$ cat config.mk
export PLATFORM = sky130hd
export DESIGN_NAME = dac_spi_tx
export DESIGN_NICKNAME = d
export VERILOG_FILES = /design/src/rtl/dac_spi_tx.sv
export SDC_FILE = /design/constraint.sdc
export NUM_CORES = 1
export LEC_CHECK = 0
export CORE_MARGIN = 5
export CORE_UTILIZATION = 54
export DETAILED_ROUTE_END_ITERATION = 16
export HOLD_SLACK_MARGIN = 0.12
export PLACE_DENSITY = 0.8
export RECOVER_POWER = 25
export SETUP_SLACK_MARGIN = 0.05
export SKIP_CTS_REPAIR_TIMING = 1
export SYNTH_ARGS = -nofsm -noshare
export SYNTH_HDL_FRONTEND = slang
export SYNTH_SLANG_ARGS = --single-unit
$ cat constraint.sdc
create_clock -name clk -period 2.7 [get_ports clk]
set_clock_uncertainty 0.2 [all_clocks]
set_input_delay 0.405 -clock clk [delete_from_list [all_inputs] [get_ports clk]]
set_output_delay 0.405 -clock clk [all_outputs]
set_load 0.01 [all_outputs]
$ cat src/rtl/dac_spi_tx.sv
// dac_spi_tx: serial DAC output stage.
// Takes one 8-bit sample per valid/ready handshake and shifts it out as a
// 16-bit SPI mode-0 frame {CTRL, sample, 4'b0000}, MSB first. A frame is
// followed by a chip-select-high gap before the next sample is accepted.
// All outputs come straight from flops.

module dac_spi_tx #(
  parameter int unsigned CLK_DIV = 4,        // clk cycles per sclk half-period
  parameter int unsigned CS_HIGH = 2,        // clk cycles of cs_n high after a frame
  parameter logic [3:0]  CTRL    = 4'b0011   // DAC control nibble at frame head
) (
  input  logic       clk,
  input  logic       rst,
  input  logic [7:0] din,
  input  logic       din_valid,
  output logic       din_ready,
  output logic       sclk,
  output logic       mosi,
  output logic       cs_n,
  output logic       busy,
  output logic       frame_done
);

  // Counter widths: the extra bit keeps the CLK_DIV=1 / CS_HIGH=1 cases
  // at a legal one-bit width.
  localparam int unsigned HW = $clog2(CLK_DIV) + 1;
  localparam int unsigned GW = $clog2(CS_HIGH) + 1;

  localparam logic [HW-1:0] HALF_LAST = HW'(CLK_DIV - 1);
  localparam logic [GW-1:0] GAP_LAST  = GW'(CS_HIGH - 1);
  localparam logic [3:0]    BIT_FIRST = 4'd15;
  localparam logic [3:0]    BIT_LAST  = 4'd0;

  typedef enum logic [1:0] {
    ST_IDLE  = 2'd0,
    ST_SHIFT = 2'd1,
    ST_GAP   = 2'd2
  } state_e;

  // Assemble the on-wire frame for one sample.
  function automatic logic [15:0] build_frame(input logic [7:0] sample);
    return {CTRL, sample, 4'b0000};
  endfunction

  // FSM and datapath state
  state_e        state_q, state_d;
  logic [HW-1:0] half_q, half_d;     // cycle within the current sclk half-period
  logic          phase_q, phase_d;   // 0 = low half, 1 = high half of a bit period
  logic [3:0]    bit_q, bit_d;       // index of the bit currently on mosi
  logic [GW-1:0] gap_q, gap_d;       // cycle within the cs_n-high gap
  logic [15:0]   shreg_q, shreg_d;   // frame shift register, MSB drives mosi

  // Registered outputs
  logic din_ready_q, din_ready_d;
  logic busy_q, busy_d;
  logic sclk_q, sclk_d;
  logic mosi_q, mosi_d;
  logic cs_n_q, cs_n_d;
  logic frame_done_q, frame_done_d;

  // Decoded events
  logic accept_s;
  logic half_end_s;
  logic last_bit_s;
  logic gap_end_s;

  assign accept_s   = (state_q == ST_IDLE) && din_ready_q && din_valid;
  assign half_end_s = (half_q == HALF_LAST);
  assign last_bit_s = (bit_q == BIT_LAST);
  assign gap_end_s  = (gap_q == GAP_LAST);

  // State and output registers; asynchronous reset aborts any frame in flight.
  always_ff @(posedge clk or posedge rst) begin
    if (rst) begin
      state_q      <= ST_IDLE;
      half_q       <= '0;
      phase_q      <= 1'b0;
      bit_q        <= 4'd0;
      gap_q        <= '0;
      shreg_q      <= 16'h0000;
      din_ready_q  <= 1'b0;
      busy_q       <= 1'b0;
      sclk_q       <= 1'b0;
      mosi_q       <= 1'b0;
      cs_n_q       <= 1'b1;
      frame_done_q <= 1'b0;
    end else begin
      state_q      <= state_d;
      half_q       <= half_d;
      phase_q      <= phase_d;
      bit_q        <= bit_d;
      gap_q        <= gap_d;
      shreg_q      <= shreg_d;
      din_ready_q  <= din_ready_d;
      busy_q       <= busy_d;
      sclk_q       <= sclk_d;
      mosi_q       <= mosi_d;
      cs_n_q       <= cs_n_d;
      frame_done_q <= frame_done_d;
    end
  end

  // Next-state logic: handshake, half-period / bit stepping, and gap timing.
  always_comb begin
    state_d = state_q;
    half_d  = half_q;
    phase_d = phase_q;
    bit_d   = bit_q;
    gap_d   = gap_q;
    shreg_d = shreg_q;
    case (state_q)
      ST_IDLE: begin
        if (accept_s) begin
          // Sample is captured here; din is ignored for the rest of the frame.
          state_d = ST_SHIFT;
          half_d  = '0;
          phase_d = 1'b0;
          bit_d   = BIT_FIRST;
          shreg_d = build_frame(din);
        end else begin
          state_d = ST_IDLE;
        end
      end
      ST_SHIFT: begin
        if (!half_end_s) begin
          half_d = half_q + HW'(1);
        end else if (!phase_q) begin
          // Low half done: raise sclk for the DAC to sample the stable bit.
          half_d  = '0;
          phase_d = 1'b1;
        end else if (!last_bit_s) begin
          // High half done: drop sclk and present the next bit together.
          half_d  = '0;
          phase_d = 1'b0;
          bit_d   = bit_q - 4'd1;
          shreg_d = {shreg_q[14:0], 1'b0};
        end else begin
          // High half of the final bit done: release the DAC.
          state_d = ST_GAP;
          half_d  = '0;
          phase_d = 1'b0;
          gap_d   = '0;
          shreg_d = 16'h0000;
        end
      end
      ST_GAP: begin
        if (gap_end_s) begin
          state_d = ST_IDLE;
          gap_d   = '0;
        end else begin
          gap_d = gap_q + GW'(1);
        end
      end
      default: begin
        state_d = ST_IDLE;
        half_d  = '0;
        phase_d = 1'b0;
        bit_d   = 4'd0;
        gap_d   = '0;
        shreg_d = 16'h0000;
      end
    endcase
  end

  // Output decode from the upcoming state so every pin is a flop output.
  always_comb begin
    din_ready_d  = 1'b0;
    busy_d       = 1'b0;
    sclk_d       = 1'b0;
    mosi_d       = 1'b0;
    cs_n_d       = 1'b1;
    frame_done_d = 1'b0;
    case (state_d)
      ST_IDLE: begin
        din_ready_d = 1'b1;
        busy_d      = 1'b0;
      end
      ST_SHIFT: begin
        busy_d = 1'b1;
        cs_n_d = 1'b0;
        sclk_d = phase_d;
        mosi_d = shreg_d[15];
      end
      ST_GAP: begin
        busy_d = 1'b1;
        // Pulse only on the SHIFT->GAP transition, i.e. as cs_n rises.
        if (state_q == ST_SHIFT) begin
          frame_done_d = 1'b1;
        end else begin
          frame_done_d = 1'b0;
        end
      end
      default: begin
        din_ready_d = 1'b0;
        busy_d      = 1'b0;
      end
    endcase
  end

  assign din_ready  = din_ready_q;
  assign busy       = busy_q;
  assign sclk       = sclk_q;
  assign mosi       = mosi_q;
  assign cs_n       = cs_n_q;
  assign frame_done = frame_done_q;

endmodule

### After elaboration in Yosys (flattened, before gate mapping)

Index checks and enable logic that the tools add are counted.

* bitwise gates (word level): 2
* multiplexer cells: 35
* reductions and logical operators: 10
* equal/unequal tests: 11
* add/subtract/negate cells: 3

Operators by type and width (count)
* $mux 16: 4
* $pmux 16 s3: 1
* $mux 2: 8
* $mux 4: 4
* $pmux 2 s3: 2
* $pmux 4 s3: 1
* $mux 1: 11
* $ne 2x2->1 const B: 5
* $pmux 3 s3: 1
* $reduce_and 4->1: 2
* $eq 2x1->1 const B: 3
* $mux 3: 2
* $reduce_and 5->1: 1
* $eq 2x2->1 const B: 2
* $logic_not 2->1: 2
* $logic_not 4->1: 1
* $sub 4x1->4 const B: 1
* $add 3x1->3 const B: 1
* $eq 3x2->1 const B: 1
* $pmux 1 s3: 1
* $add 2x1->2 const B: 1
* $logic_and 1x1->1: 2
* $not 1->1: 2
* $reduce_and 2->1: 1
* $reduce_or 2->1: 1

* output and inout port bits: 6
* bits in registers: 34

### Logic depth before layout (Yosys ltp)

Gate-level depths: netlist (run 1).

* depth in word-level cells: 8
* gate-level depth with buffers: 8
* mapped depth without buffers: 8

### Worst setup path before layout (run 1)

Ideal clock, no wire load.

* path type: reg-to-reg
* start: reg bit_q[0]
* end: reg mosi_q, in the netlist mosi
* buffers on the path: 0
* data arrival time: 1607 ps
* path slack: 774 ps
* setup time: 119 ps
* required time: 2381 ps
* stages on the path, launching flop included: 9
* period minus slack after synthesis: 1926 ps
* cells stage by stage: dfrtp_1 > inv_1 > ha_1 > nor3b_4 > nand2_1 > a21oi_1 > inv_1 > ha_1 > and2_1

* word-level cells in the longest chain between the ends: 7
* elaborated cells on any way between the ends: 11
* classes of those cells: 1 x eq/ne; 9 x mux; 1 x reduce/logical

Ends and longest elaborated chain
* from (decl): RTL line 49 `logic [3:0] bit_q, bit_d;`
* from (signal assigned): RTL line 91 `bit_q <= bit_d;`
* $logic_not 4->1: RTL line 69 `assign last_bit_s = (bit_q == BIT_LAST);`
* $mux 2: RTL line 131 `end else if (!last_bit_s) begin`
* $mux 2: RTL line 127 `end else if (!phase_q) begin`
* $mux 2: RTL line 125 `if (!half_end_s) begin`
* $pmux 2 s3: RTL line 111 `case (state_q)`
* via state_d[0]: RTL line 46 `state_e state_q, state_d;`
* $eq 2x1->1: RTL line 173 `case (state_d)`
* $mux 1: RTL line 173
* via mosi_d: RTL line 57 `logic mosi_q, mosi_d;`
* to (signal assigned): RTL line 97 `mosi_q <= mosi_d;`
* to (decl): RTL line 57

The timed path passes the listed nets, and every way through them passes these cells. The select of a mux whose other input is x is not followed.
A chain may end at the register's enable or synchronous reset.

### Final worst setup path (run 1)

Same ends and word-level chain as after synthesis.

==> results of run 1 <==
synth_stat cells (3+ instances only):
library cell	number	area, um2
dfrtp_1	32	801
o21ai_0	3	15.0
inv_1	15	56.3
o2bb2ai_1	3	26.3
o22a_1	3	26.3
nand2b_1	3	18.8
buf_2	3	15.0
a22o_1	5	43.8
nand2_1	5	18.8
and2_1	3	18.8
nor2_1	6	22.5
ha_1	5	62.6
a222oi_1	8	80.1
through the flow:
step | power [uW] | hold WS (ns) | cell area [um2] | utilization, %
finish | 1650 | 0.295 | 1710 | 63.3
global placement | 1370 | 0.268 | 1660 | 61.4
floorplan | 1240 | 0.252 | 1490 | -
CTS | 1660 | 0.239 | 1710 | 63.3
detailed placement | 1400 | 0.272 | 1660 | 61.4
global route | 1780 | 0.336 | 1710 | 63.3
metal layers:
layer / wire [um] / global-route usage [%]
met2: 1300 / 23.1
met3: 161 / 4.50
met5: 0 / 0
met1: 1160 / 18.8
met4: 26 / 7.96
power by group through the flow:
stage | Combinational (uW) | Sequential, uW | Clock, uW
6_report | 592 | 796 | 258
5_1_grt | 670 | 822 | 293
4_1_cts | 600 | 795 | 268
3_5_place_dp | 598 | 804 | 0
3_3_place_gp | 574 | 799 | 0
2_1_floorplan | 472 | 773 | 0
worst min-delay path by stage:
stage	endpoint	slack, ns	depth (start not counted)
3_3_place_gp	gap_q[1]$_DFFE_PP0P_	0.27	1
6_report	gap_q[1]$_DFFE_PP0P_	0.29	1
2_1_floorplan	gap_q[1]$_DFFE_PP0P_	0.25	1
5_1_grt	gap_q[1]$_DFFE_PP0P_	0.34	1
3_5_place_dp	gap_q[1]$_DFFE_PP0P_	0.27	1
4_1_cts	phase_q$_DFF_PP0_	0.24	3
logic make-up (layout without fill, tap and decap cells):
kind of cell	Yosys count	after routing	share of synthesized area [%]
AO/OA/AOI/OAI	37	37	20.9
flip-flops	33	33	55.4
AND/OR/NAND/NOR	28	28	12.6
buffers and inverters	20	40	6.28
adder cells (fa/ha/maj)	5	5	4.19
XOR/XNOR	1	1	0.586
worst max-delay path: stages (launching register included):
cell,delay (ns)
dfrtp_1,0.43
inv_1,0.07
ha_1,0.19
nor3b_4,0.30
nand2_1,0.12
a21oi_1,0.25
inv_1,0.10
ha_1,0.24
and2_1,0.14
cells in the final DEF, fill, tap and decap left out, types with 2 or more instances in the layout:
master and n:
o2bb2ai_1 3, clkdlybuf4s50_1 15, a21o_1 2, nor2_1 6, o21ai_0 3, clkbuf_4 5
a21oi_1 2, a221o_1 2, nand2b_1 3, a222oi_1 8, ha_1 5, nand2_1 5
inv_1 15, dfrtp_1 32, a311oi_1 2, a22o_1 5, o21a_1 2, clkinv_2 2
o22a_1 3, and2_1 3
sequential cells by signal, summed over array words and instances, names as in the netlist, 2 cells and up:
register and flops:
bit_q 4, gap_q 2, half_q 3, shreg_q 15
state_q 2
layout make-up:
cell class	count	area share [%]
multi-input combinational	71	33.4
tap	31	2.26
timing repair buffer	17	9.78
clock inverter	2	0.584
clock buffer	6	2.41
inverter	15	3.28
sequential	33	48.2
==> impl_summary.log, run 1 <==
INFO  metric drc = 0
INFO  metric run_status = finished clean
INFO  metric pre_cts_slack = 0.410 ns
INFO  metric yosysWarnings = 0
INFO  metric syn_area = 0.00149 mm2
INFO  metric globalRouteTotalUtil = between 10% and 20%
INFO  metric layout-area-overhead-vs-synth = 14.7%
INFO  metric post_dp_hpwl = approximately 1.8 mm
INFO  metric max_cap_violations = 0
INFO  metric r2r_cell_count = 8
INFO  metric hold_viol = 0
INFO  metric crit_path_start = bit_q[0]$_DFFE_PP0P_
INFO  metric clk_pin_slew_worst_paths = approximately 0.10 ns
INFO  metric boundaryPins = 17
INFO  metric cellLeakagePower = between 0.0008 and 0.0009 uW
INFO  metric totalWireLength = approximately 2.6 mm
INFO  metric place.detailed.instances = 167
INFO  metric power.ir.vdd_worst = ~0.74 mV
INFO  metric grt_max_degree = 34
INFO  metric internal-power = between 1000 and 1500 uW
INFO  metric aggregate_global_routing_overflow = 0
INFO  metric final_antenna_net_count = 0
INFO  metric worst_hold_path_type = register to register
INFO  metric antennaDiodeCount = 0
INFO  metric worst_ep_arrival_time = around 2.2 ns
INFO  metric report.final.slew_viol_count = 0
INFO  metric first_global_vias = between 1,000 and 1,500
INFO  metric start_kind = register
INFO  metric clockPowerShare = between 10% and 20%
INFO  metric die_h = between 60 and 70 um
INFO  metric cts_made_buffers = 5
INFO  metric initial_utilization = between 50% and 60%
INFO  metric pwr-share-seq = 48.4%
INFO  metric port_buffers = 16
INFO  metric detail_route.first_pass.iterations = 5
INFO  metric global_route_wire_length_before_repair = 4.68 mm
INFO  metric synth-seq-cells = 33
INFO  metric multi_input_gate_area = between 500 and 600 um2
INFO  metric cts_root_buf = clkbuf_4
INFO  metric dieWidth = roughly 63 um
INFO  metric post-route-period-util = 78.7%
INFO  metric type_of_the_setup_path_with_the_least_slack = register to register
INFO  metric grt_setup_unrepaired = false
INFO  metric combinationalPowerShare = 35.9%
INFO  metric instances_no_fill = 175
INFO  metric worst_setup_path_endpoint = mosi$_DFF_PP0_
INFO  metric fin_crit = 2.13 ns
INFO  metric viasPerCell = just over 6
INFO  metric power.share.switching = 36.1%
INFO  metric max_slew_margin = a little over half
INFO  metric synth_cell_types = 37
INFO  metric setup-violations-final = 0
INFO  metric route.vias.total = around 1,100
INFO  metric setup.reg_to_reg.worst_slack = approximately 0.57 ns
INFO  metric cts.sink_count = 33
INFO  metric clock_tree.htree_level_count = 2
INFO  metric dominantRegCellSynth = dfrtp_1
INFO  metric cp.required = approximately 2.7 ns
INFO  metric regToRegEndpoint = mosi$_DFF_PP0_
INFO  metric critical_path.reg2reg.startpoint = bit_q[0]$_DFFE_PP0P_
INFO  metric switchingPower = 594 uW
INFO  metric num-nets-final = 159
INFO  metric timing_worst_slew_pin_value = 0.685 ns
INFO  metric critPathMaxFanout = 5
INFO  metric fmax = between 400 and 500 MHz
INFO  metric ratio_of_cells_with_drive_above_1_in_the_final_layout = 10.4%
INFO  metric synth_edf_count = 0
INFO  metric hp-start = gap_q[1]$_DFFE_PP0P_
INFO  metric netlist_instances = 124
INFO  metric clkLatencyLatePin = approximately 0.33 ns
INFO  metric floorplan.die_area = just under 0.004 mm2
INFO  metric gp_routability_congestion = between 0.7 and 0.8
INFO  metric num_rows = 19
INFO  metric cts_tree = built
INFO  metric critPathCaptureType = register
INFO  metric tns = 0 ns
INFO  metric area.sequential = about 830 um2
INFO  metric async_reset_ff_share = between 90% and 100%
INFO  metric antenna_found_initial = 0
INFO  metric synth_area_per_cell = 12.0 um2
INFO  metric fillerInstances = 228
INFO  metric synth.net_count = 140
INFO  metric core = approximately 0.0027 mm2
INFO  metric detailedRoute.firstIterationViolations = about 220
INFO  metric wire_per_inst = 15.1 um
INFO  metric power-per-cell-area = 960 mW/mm2
INFO  metric cts_max_path_buffers = 2
INFO  metric seq_total_area_yosys = a little under three fifths
INFO  metric pnr_worst_setup_slack = between 0.5 and 0.6 ns
(Power assumes the default switching activity.)
==> run 2, diff against run 1 <==
--- a/config.mk
+++ b/config.mk
@@ -6,10 +6,10 @@
 export NUM_CORES = 1
 export LEC_CHECK = 0
 export CORE_MARGIN = 5
-export CORE_UTILIZATION = 54
+export CORE_UTILIZATION = 49
 export DETAILED_ROUTE_END_ITERATION = 16
 export HOLD_SLACK_MARGIN = 0.12
-export PLACE_DENSITY = 0.8
+export PLACE_DENSITY = 0.77
 export RECOVER_POWER = 25
 export SETUP_SLACK_MARGIN = 0.05
 export SKIP_CTS_REPAIR_TIMING = 1
==> constraint.sdc (replaced) <==
create_clock -name clk -period 1.9 [get_ports clk]
set_clock_uncertainty 0.2 [all_clocks]
set_input_delay 0.285 -clock clk [delete_from_list [all_inputs] [get_ports clk]]
set_output_delay 0.285 -clock clk [all_outputs]
set_load 0.01 [all_outputs]
==> impl_summary.log, run 2 (same netlist as run 1, synthesis figures left out) <==
INFO  metric run_status = finished with violations
INFO  metric violations = negative setup slack
INFO  metric path_cells = inv_2 -> ha_4 -> nor3b_4 -> buf_12 -> nor3_4 -> buf_4 -> a222oi_1 -> inv_1
INFO  metric die_h = 65.2 um (+4.2%)
INFO  metric crit_family = buffers and inverters
INFO  metric max_ffs_per_register = 15 (unchanged)
INFO  metric timing_worst_slew_pin_value = 0.791 ns (+0.106 ns)
INFO  metric detail_route.first_pass.iterations = 7 (+2)
INFO  metric cp.required = 1.92 ns (-0.81 ns)
INFO  metric regToRegEndpoint = shreg_q[11]$_DFFE_PP0P_
INFO  metric cts_tree = built
INFO  metric core = 0.00298 mm2 (+9.9%)
INFO  metric tns = -0.180 ns (-0.180 ns)
INFO  metric port_buffers = 16 (unchanged)
INFO  metric detailedRoute.firstIterationViolations = 132 (-40%)
INFO  metric max_flop_register = shreg_q
INFO  metric top_flop_regs = shreg_q: 15 flops, bit_q: 4 flops, half_q: 3 flops
INFO  metric pnr_worst_setup_slack = -0.0530 ns (-0.628 ns)
INFO  metric clkLatencyLatePin = 0.34 ns (about the same)
INFO  metric type_of_the_setup_path_with_the_least_slack = register to register
INFO  metric cts_max_path_buffers = 2 (unchanged)
INFO  metric setup.reg_to_reg.worst_slack = -0.05 ns (-0.63 ns)
INFO  metric delay_contributed_by_the_slowest_stage_of_the_critical_path = 0.40 ns (-0.03 ns)
INFO  metric floorplan.die_area = 0.00425 mm2 (+8.5%)
INFO  metric fmax = 512 MHz (+8.8%)
INFO  metric fin_hold_ws = 0.288 ns (-0.00687 ns)
INFO  metric worst_hold_path.endpoint = gap_q[1]$_DFFE_PP0P_
INFO  metric instances_no_fill = 201 (+15%)
INFO  metric wire_per_inst = 16.1 um (+6.3%)
INFO  metric cellLeakagePower = 0.000987 uW (+17%)
INFO  metric totalWireLength = 3.23 mm (+22%)
INFO  metric aggregate_global_routing_overflow = 0 (unchanged)
INFO  metric num_rows = 20 (+1)
INFO  metric num-nets-final = 183 (+15%)
INFO  metric first_global_vias = 1,202 (+19%)
INFO  metric max_cap_violations = 0 (unchanged)
INFO  metric report.final.slew_viol_count = 0 (unchanged)
INFO  metric layout-area-overhead-vs-synth = 34.1%
INFO  metric post-route-period-util = 103% (+24 points)
INFO  metric cpMaxStageDelayCell = dfrtp_1
INFO  metric gp_routability_congestion = 0.777 (+2.2%)
INFO  metric number_of_instances_on_the_worst_hold_path = 1 (unchanged)
INFO  metric clock_tree.htree_level_count = 2 (unchanged)
INFO  metric antenna_found_initial = 0 (unchanged)
INFO  metric worst_ep_arrival_time = 1.97 ns (-0.19 ns)
INFO  metric layout_commonest_cell = dfrtp_1
INFO  metric boundaryPins = 17 (unchanged)
INFO  metric r2r_cell_count = 8 (unchanged)
INFO  metric power-per-cell-area = 1430 mW/mm2 (+49%)
INFO  metric setup-violations-final = 10 (+10)
INFO  metric cts_root_buf = clkbuf_4
INFO  metric critical_path.n_buffers_inverters = 4 (+2)
INFO  metric route.vias.total = 1,136 (+7.5%)
INFO  metric layout.cells.most_common_list = dfrtp_1, buf_4, clkdlybuf4s50_1, inv_1, a222oi_1
INFO  metric worst_hold_path_type = register to register
INFO  metric grt_max_degree = 34 (unchanged)
INFO  metric power.total = 2860 uW (+74%)
INFO  metric post_dp_hpwl = 2.14 mm (+18%)
INFO  metric clk_pin_slew_worst_paths = 0.11 ns (about the same)
INFO  metric critical_path.reg2reg.startpoint = bit_q[1]$_DFFE_PP0P_
INFO  metric hp-start = gap_q[1]$_DFFE_PP0P_
INFO  metric antennaDiodeCount = 0 (unchanged)
INFO  metric critPathMaxFanout = 4 (-1)
INFO  metric dieWidth = 65.2 um (+4.2%)
INFO  metric max_slew_margin = 47.3% (-7.1 points)
INFO  metric globalRouteTotalUtil = 16.6% (+1.6 points)
INFO  metric start_kind = register
INFO  metric cts.sink_count = 33 (unchanged)
INFO  metric ratio_of_cells_with_drive_above_1_in_the_final_layout = 30.4% (+20 points)
INFO  metric grt_setup_unrepaired = true
INFO  metric initial_utilization = 50.2% (-5.0 points)
INFO  metric cts_made_buffers = 5 (unchanged)
INFO  metric viasPerCell = 5.65 (-6.4%)
INFO  metric global_route_wire_length_before_repair = 5.33 mm (+14%)
INFO  metric fin_crit = 1.95 ns (-0.172 ns)
INFO  metric fillerInstances = 232 (+1.8%)
INFO  metric final_antenna_net_count = 0 (unchanged)
INFO  metric power.ir.vdd_worst = 0.851 mV (+15%)
INFO  metric place.detailed.instances = 184 (+10%)
INFO  metric critPathCaptureType = register
INFO  metric hold_viol = 0 (unchanged)
INFO  metric drc = 0 (unchanged)
[run 2: worst register-to-register path: stages (launching register included)]
cell and delay (ns):
dfrtp_1 0.40, inv_2 0.07, ha_4 0.14, nor3b_4 0.29, buf_12 0.15, nor3_4 0.04, buf_4 0.15, a222oi_1 0.32
inv_1 0.07
[run 2: stage by stage]
| stage | cell area, um2 | utilization [%] | setup WS (ns) |
|---|---|---|---|
| global placement | 1810 | 60.7 | -0.141 |
| CTS | 1860 | 62.6 | -0.121 |
| floorplan | 1510 | - | 0.0624 |
| global route | 2000 | 67.3 | -0.116 |
| finish | 2000 | 67.3 | -0.0530 |
| detailed placement | 1810 | 60.7 | -0.202 |
[run 2: report_power, final]
group / leakage, uW / internal [uW] / switching (uW)
clock network: 0.0000310 / 139 / 242
logic: 0.000529 / 750 / 624
registers: 0.000427 / 938 / 167
[run 2: metal layers]
| metal | routed length, um | track usage (%) | vias up |
|---|---|---|---|
| met1 | 1370 | 18.4 | 558 |
| met5 | 0 | 0 | - |
| li1 | - | - | 544 |
| met2 | 1610 | 28.2 | 28 |
| met3 | 195 | 6.32 | 6 |
| met4 | 47 | 7.25 | 0 |
[run 2: area by class of cell]
type                            instances  area, um2  area share, %
Clock buffer                            5       37.5           1.87
Multi-Input combinational cell         71        649           32.4
Tap cell                               33       41.3           2.06
Timing Repair Buffer                   41        374           18.7
Sequential cell                        33        827           41.3
Inverter                               15       56.3           2.81
Clock inverter                          3       17.5          0.874
[run 2: worst max-delay path by stage]
stage / slack (ns) / startpoint / cells past startpoint / to
after floorplan: 0.06 / bit_q[0]$_DFFE_PP0P_ / 8 / mosi$_DFF_PP0_
after global placement: -0.14 / din_valid / 5 / mosi$_DFF_PP0_
after detailed placement: -0.20 / din_valid / 5 / mosi$_DFF_PP0_
after CTS: -0.12 / bit_q[0]$_DFFE_PP0P_ / 8 / mosi$_DFF_PP0_
after global routing: -0.12 / bit_q[0]$_DFFE_PP0P_ / 8 / shreg_q[4]$_DFFE_PP0P_
final: -0.05 / bit_q[1]$_DFFE_PP0P_ / 8 / shreg_q[11]$_DFFE_PP0P_
==> run 3, diff against run 2 <==
--- a/config.mk
+++ b/config.mk
@@ -6,10 +6,11 @@
 export NUM_CORES = 1
 export LEC_CHECK = 0
 export CORE_MARGIN = 5
-export CORE_UTILIZATION = 49
+export CORE_UTILIZATION = 54
+export CTS_CLUSTER_DIAMETER = 80
 export DETAILED_ROUTE_END_ITERATION = 16
 export HOLD_SLACK_MARGIN = 0.12
-export PLACE_DENSITY = 0.77
+export PLACE_DENSITY = 0.8
 export RECOVER_POWER = 25
 export SETUP_SLACK_MARGIN = 0.05
 export SKIP_CTS_REPAIR_TIMING = 1
==> constraint.sdc (replaced) <==
create_clock -name clk -period 1.8 [get_ports clk]
set_clock_uncertainty 0.2 [all_clocks]
set_input_delay 0.27 -clock clk [delete_from_list [all_inputs] [get_ports clk]]
set_output_delay 0.27 -clock clk [all_outputs]
set_load 0.01 [all_outputs]
==> impl_summary.log, run 3 (same netlist as run 1, synthesis figures left out) <==
INFO  metric ratio_of_cells_with_drive_above_1_in_the_final_layout = 31.4% (+1.0 points)
INFO  metric globalRouteTotalUtil = 16.7% (+0.15 points)
INFO  metric antennaDiodeCount = 0 (unchanged)
INFO  metric number_of_instances_on_the_worst_hold_path = 1 (unchanged)
INFO  metric grt_setup_unrepaired = true
INFO  metric run_status = finished with violations
INFO  metric cts_tree = built
INFO  metric num_rows = 19 (-5.0%)
INFO  metric post-route-period-util = 107% (+3.7 points)
INFO  metric max_ffs_per_register = 15 (unchanged)
INFO  metric totalWireLength = 3.08 mm (-4.5%)
INFO  metric top_flop_regs = shreg_q: 15 flops, bit_q: 4 flops, half_q: 3 flops
INFO  metric max_flop_register = shreg_q
INFO  metric wire_per_inst = 15.4 um (-4.0%)
INFO  metric type_of_the_setup_path_with_the_least_slack = register to register
INFO  metric cts.sink_count = 33 (unchanged)
INFO  metric start_kind = register
INFO  metric viasPerCell = 5.79 (+2.4%)
INFO  metric layout-area-overhead-vs-synth = 38.3%
INFO  metric cts_max_path_buffers = 2 (unchanged)
INFO  metric max_slew_margin = 71.3% (+24 points)
INFO  metric core = 0.00271 mm2 (-9.0%)
INFO  metric delay_contributed_by_the_slowest_stage_of_the_critical_path = 0.40 ns (about the same)
INFO  metric die_h = 62.6 um (-4.0%)
INFO  metric max_cap_violations = 0 (unchanged)
INFO  metric detailedRoute.firstIterationViolations = 99 (-25%)
INFO  metric report.final.slew_viol_count = 0 (unchanged)
INFO  metric fin_crit = 1.92 ns (-0.0353 ns)
INFO  metric cts_made_buffers = 5 (unchanged)
INFO  metric num-nets-final = 184 (+0.55%)
INFO  metric global_route_wire_length_before_repair = 5.28 mm (-0.90%)
INFO  metric fmax = 521 MHz (+1.8%)
INFO  metric cp.required = 1.82 ns (-0.10 ns)
INFO  metric timing_worst_slew_pin_value = 0.430 ns (-0.360 ns)
INFO  metric layout.cells.most_common_list = dfrtp_1, buf_4, clkdlybuf4s50_1, inv_1, a222oi_1
INFO  metric worst_ep_arrival_time = 1.93 ns (-0.04 ns)
INFO  metric critPathMaxFanout = 14 (+10)
INFO  metric drc = 0 (unchanged)
INFO  metric final_antenna_net_count = 0 (unchanged)
INFO  metric hold_viol = 0 (unchanged)
INFO  metric antenna_found_initial = 0 (unchanged)
INFO  metric r2r_cell_count = 8 (unchanged)
INFO  metric initial_utilization = 55.1% (+5.0 points)
INFO  metric setup-violations-final = 18 (+8)
INFO  metric port_buffers = 16 (unchanged)
INFO  metric worst_hold_path_type = register to register
INFO  metric violations = negative setup slack
INFO  metric clock_tree.htree_level_count = 2 (unchanged)
INFO  metric route.vias.total = 1,157 (+1.8%)
INFO  metric cts_root_buf = clkbuf_4
INFO  metric gp_routability_congestion = 0.839 (+7.9%)
INFO  metric pnr_worst_setup_slack = -0.118 ns (-0.0647 ns)
INFO  metric layout_commonest_cell = dfrtp_1
INFO  metric utilization = 76.2% (+9.0 points)
INFO  metric boundaryPins = 17 (unchanged)
INFO  metric aggregate_global_routing_overflow = 0 (unchanged)
INFO  metric power.ir.vdd_worst = 1.09 mV (+28%)
INFO  metric floorplan.die_area = 0.00392 mm2 (-7.9%)
INFO  metric grt_max_degree = 34 (unchanged)
INFO  metric power-per-cell-area = 1550 mW/mm2 (+8.6%)
INFO  metric dieWidth = 62.6 um (-4.0%)
INFO  metric clkLatencyLatePin = 0.33 ns (about the same)
INFO  metric clk_pin_slew_worst_paths = 0.10 ns (about the same)
INFO  metric pre_cts_slack = -0.170 ns (+0.0324 ns)
INFO  metric post_dp_hpwl = 2.01 mm (-6.1%)
INFO  metric cpMaxStageDelayCell = dfrtp_1
INFO  metric critPathCaptureType = register
INFO  metric first_global_vias = 1,162 (-3.3%)
INFO  metric path_cells = inv_2 -> ha_4 -> nor3b_4 -> buf_4 -> nor3_4 -> buf_12 -> a222oi_1 -> inv_1
INFO  metric cellLeakagePower = 0.00102 uW (+3.0%)
INFO  metric detail_route.first_pass.iterations = 4 (-3)
==> run 3: cell count changes in the layout (fill, tap and decap cells not counted), sizes merged <==
cell and change:
dlymetal6s2s +1, dlygate4sd3 +1, clkbuf +2, clkinv -2, clkinvlp -1, clkdlybuf4s50 -1, bufinv +1
==> run 3: critical path, delay by kind of cell, from the launching register on <==
kind	cells	cell delay [ns]
buffers and inverters	4	0.44
DFF	1	0.40
AOI/OAI and AO/OA	1	0.34
and+or+nand+nor	2	0.28
adders and majority gates	1	0.13
==> run 3: final cells by class <==
cell class	instances	area, um2
clock buffer	7	55.1
clock inverter	1	30.0
fill	180	644
inverter	15	56.3
multi-input combinational	71	676
sequential	33	827
tap	31	38.8
timing repair buffer	42	383
==> run 3: through the flow <==
step                      power, uW  cells  hold WS (ns)  instance area [um2]  setup TNS, ns
after floorplan                1890    124         0.191                 1510        -0.0685
after global placement         2300    185         0.266                 1830          -1.21
after detailed placement       2360    185         0.279                 1830          -1.69
after CTS                      2950    193        0.0780                 1910         -0.928
after global routing           3450    200         0.323                 2070          -2.84
final                          3200    200         0.299                 2070         -0.993
==> run 3: metal layers <==
layer | GRT usage, % | vias up | wire (um)
met5 | 0 | - | 0
li1 | - | 549 | -
met1 | 22.1 | 567 | 1330
met3 | 5.40 | 5 | 183
met2 | 25.4 | 36 | 1530
met4 | 6.63 | 0 | 39
==> run 3: final timing paths <==
kind / startpoint / end / slack [ns]
max: bit_q[1]$_DFFE_PP0P_ / shreg_q[4]$_DFFE_PP0P_ / -0.12
min: gap_q[1]$_DFFE_PP0P_ / gap_q[1]$_DFFE_PP0P_ / 0.30
max reg2reg: bit_q[1]$_DFFE_PP0P_ / shreg_q[4]$_DFFE_PP0P_ / -0.12
min reg2reg: gap_q[1]$_DFFE_PP0P_ / gap_q[1]$_DFFE_PP0P_ / 0.30
max in group asynchronous: rst / cs_n$_DFF_PP1_ / 0.22
min in group asynchronous: rst / shreg_q[8]$_DFFE_PP0P_ / 0.83
==> run 3: where the power goes <==
| part | internal (uW) | switching (uW) |
|---|---|---|
| clock network | 332 | 242 |
| logic | 797 | 674 |
| registers | 990 | 169 |
| total | 2120 | 1090 |
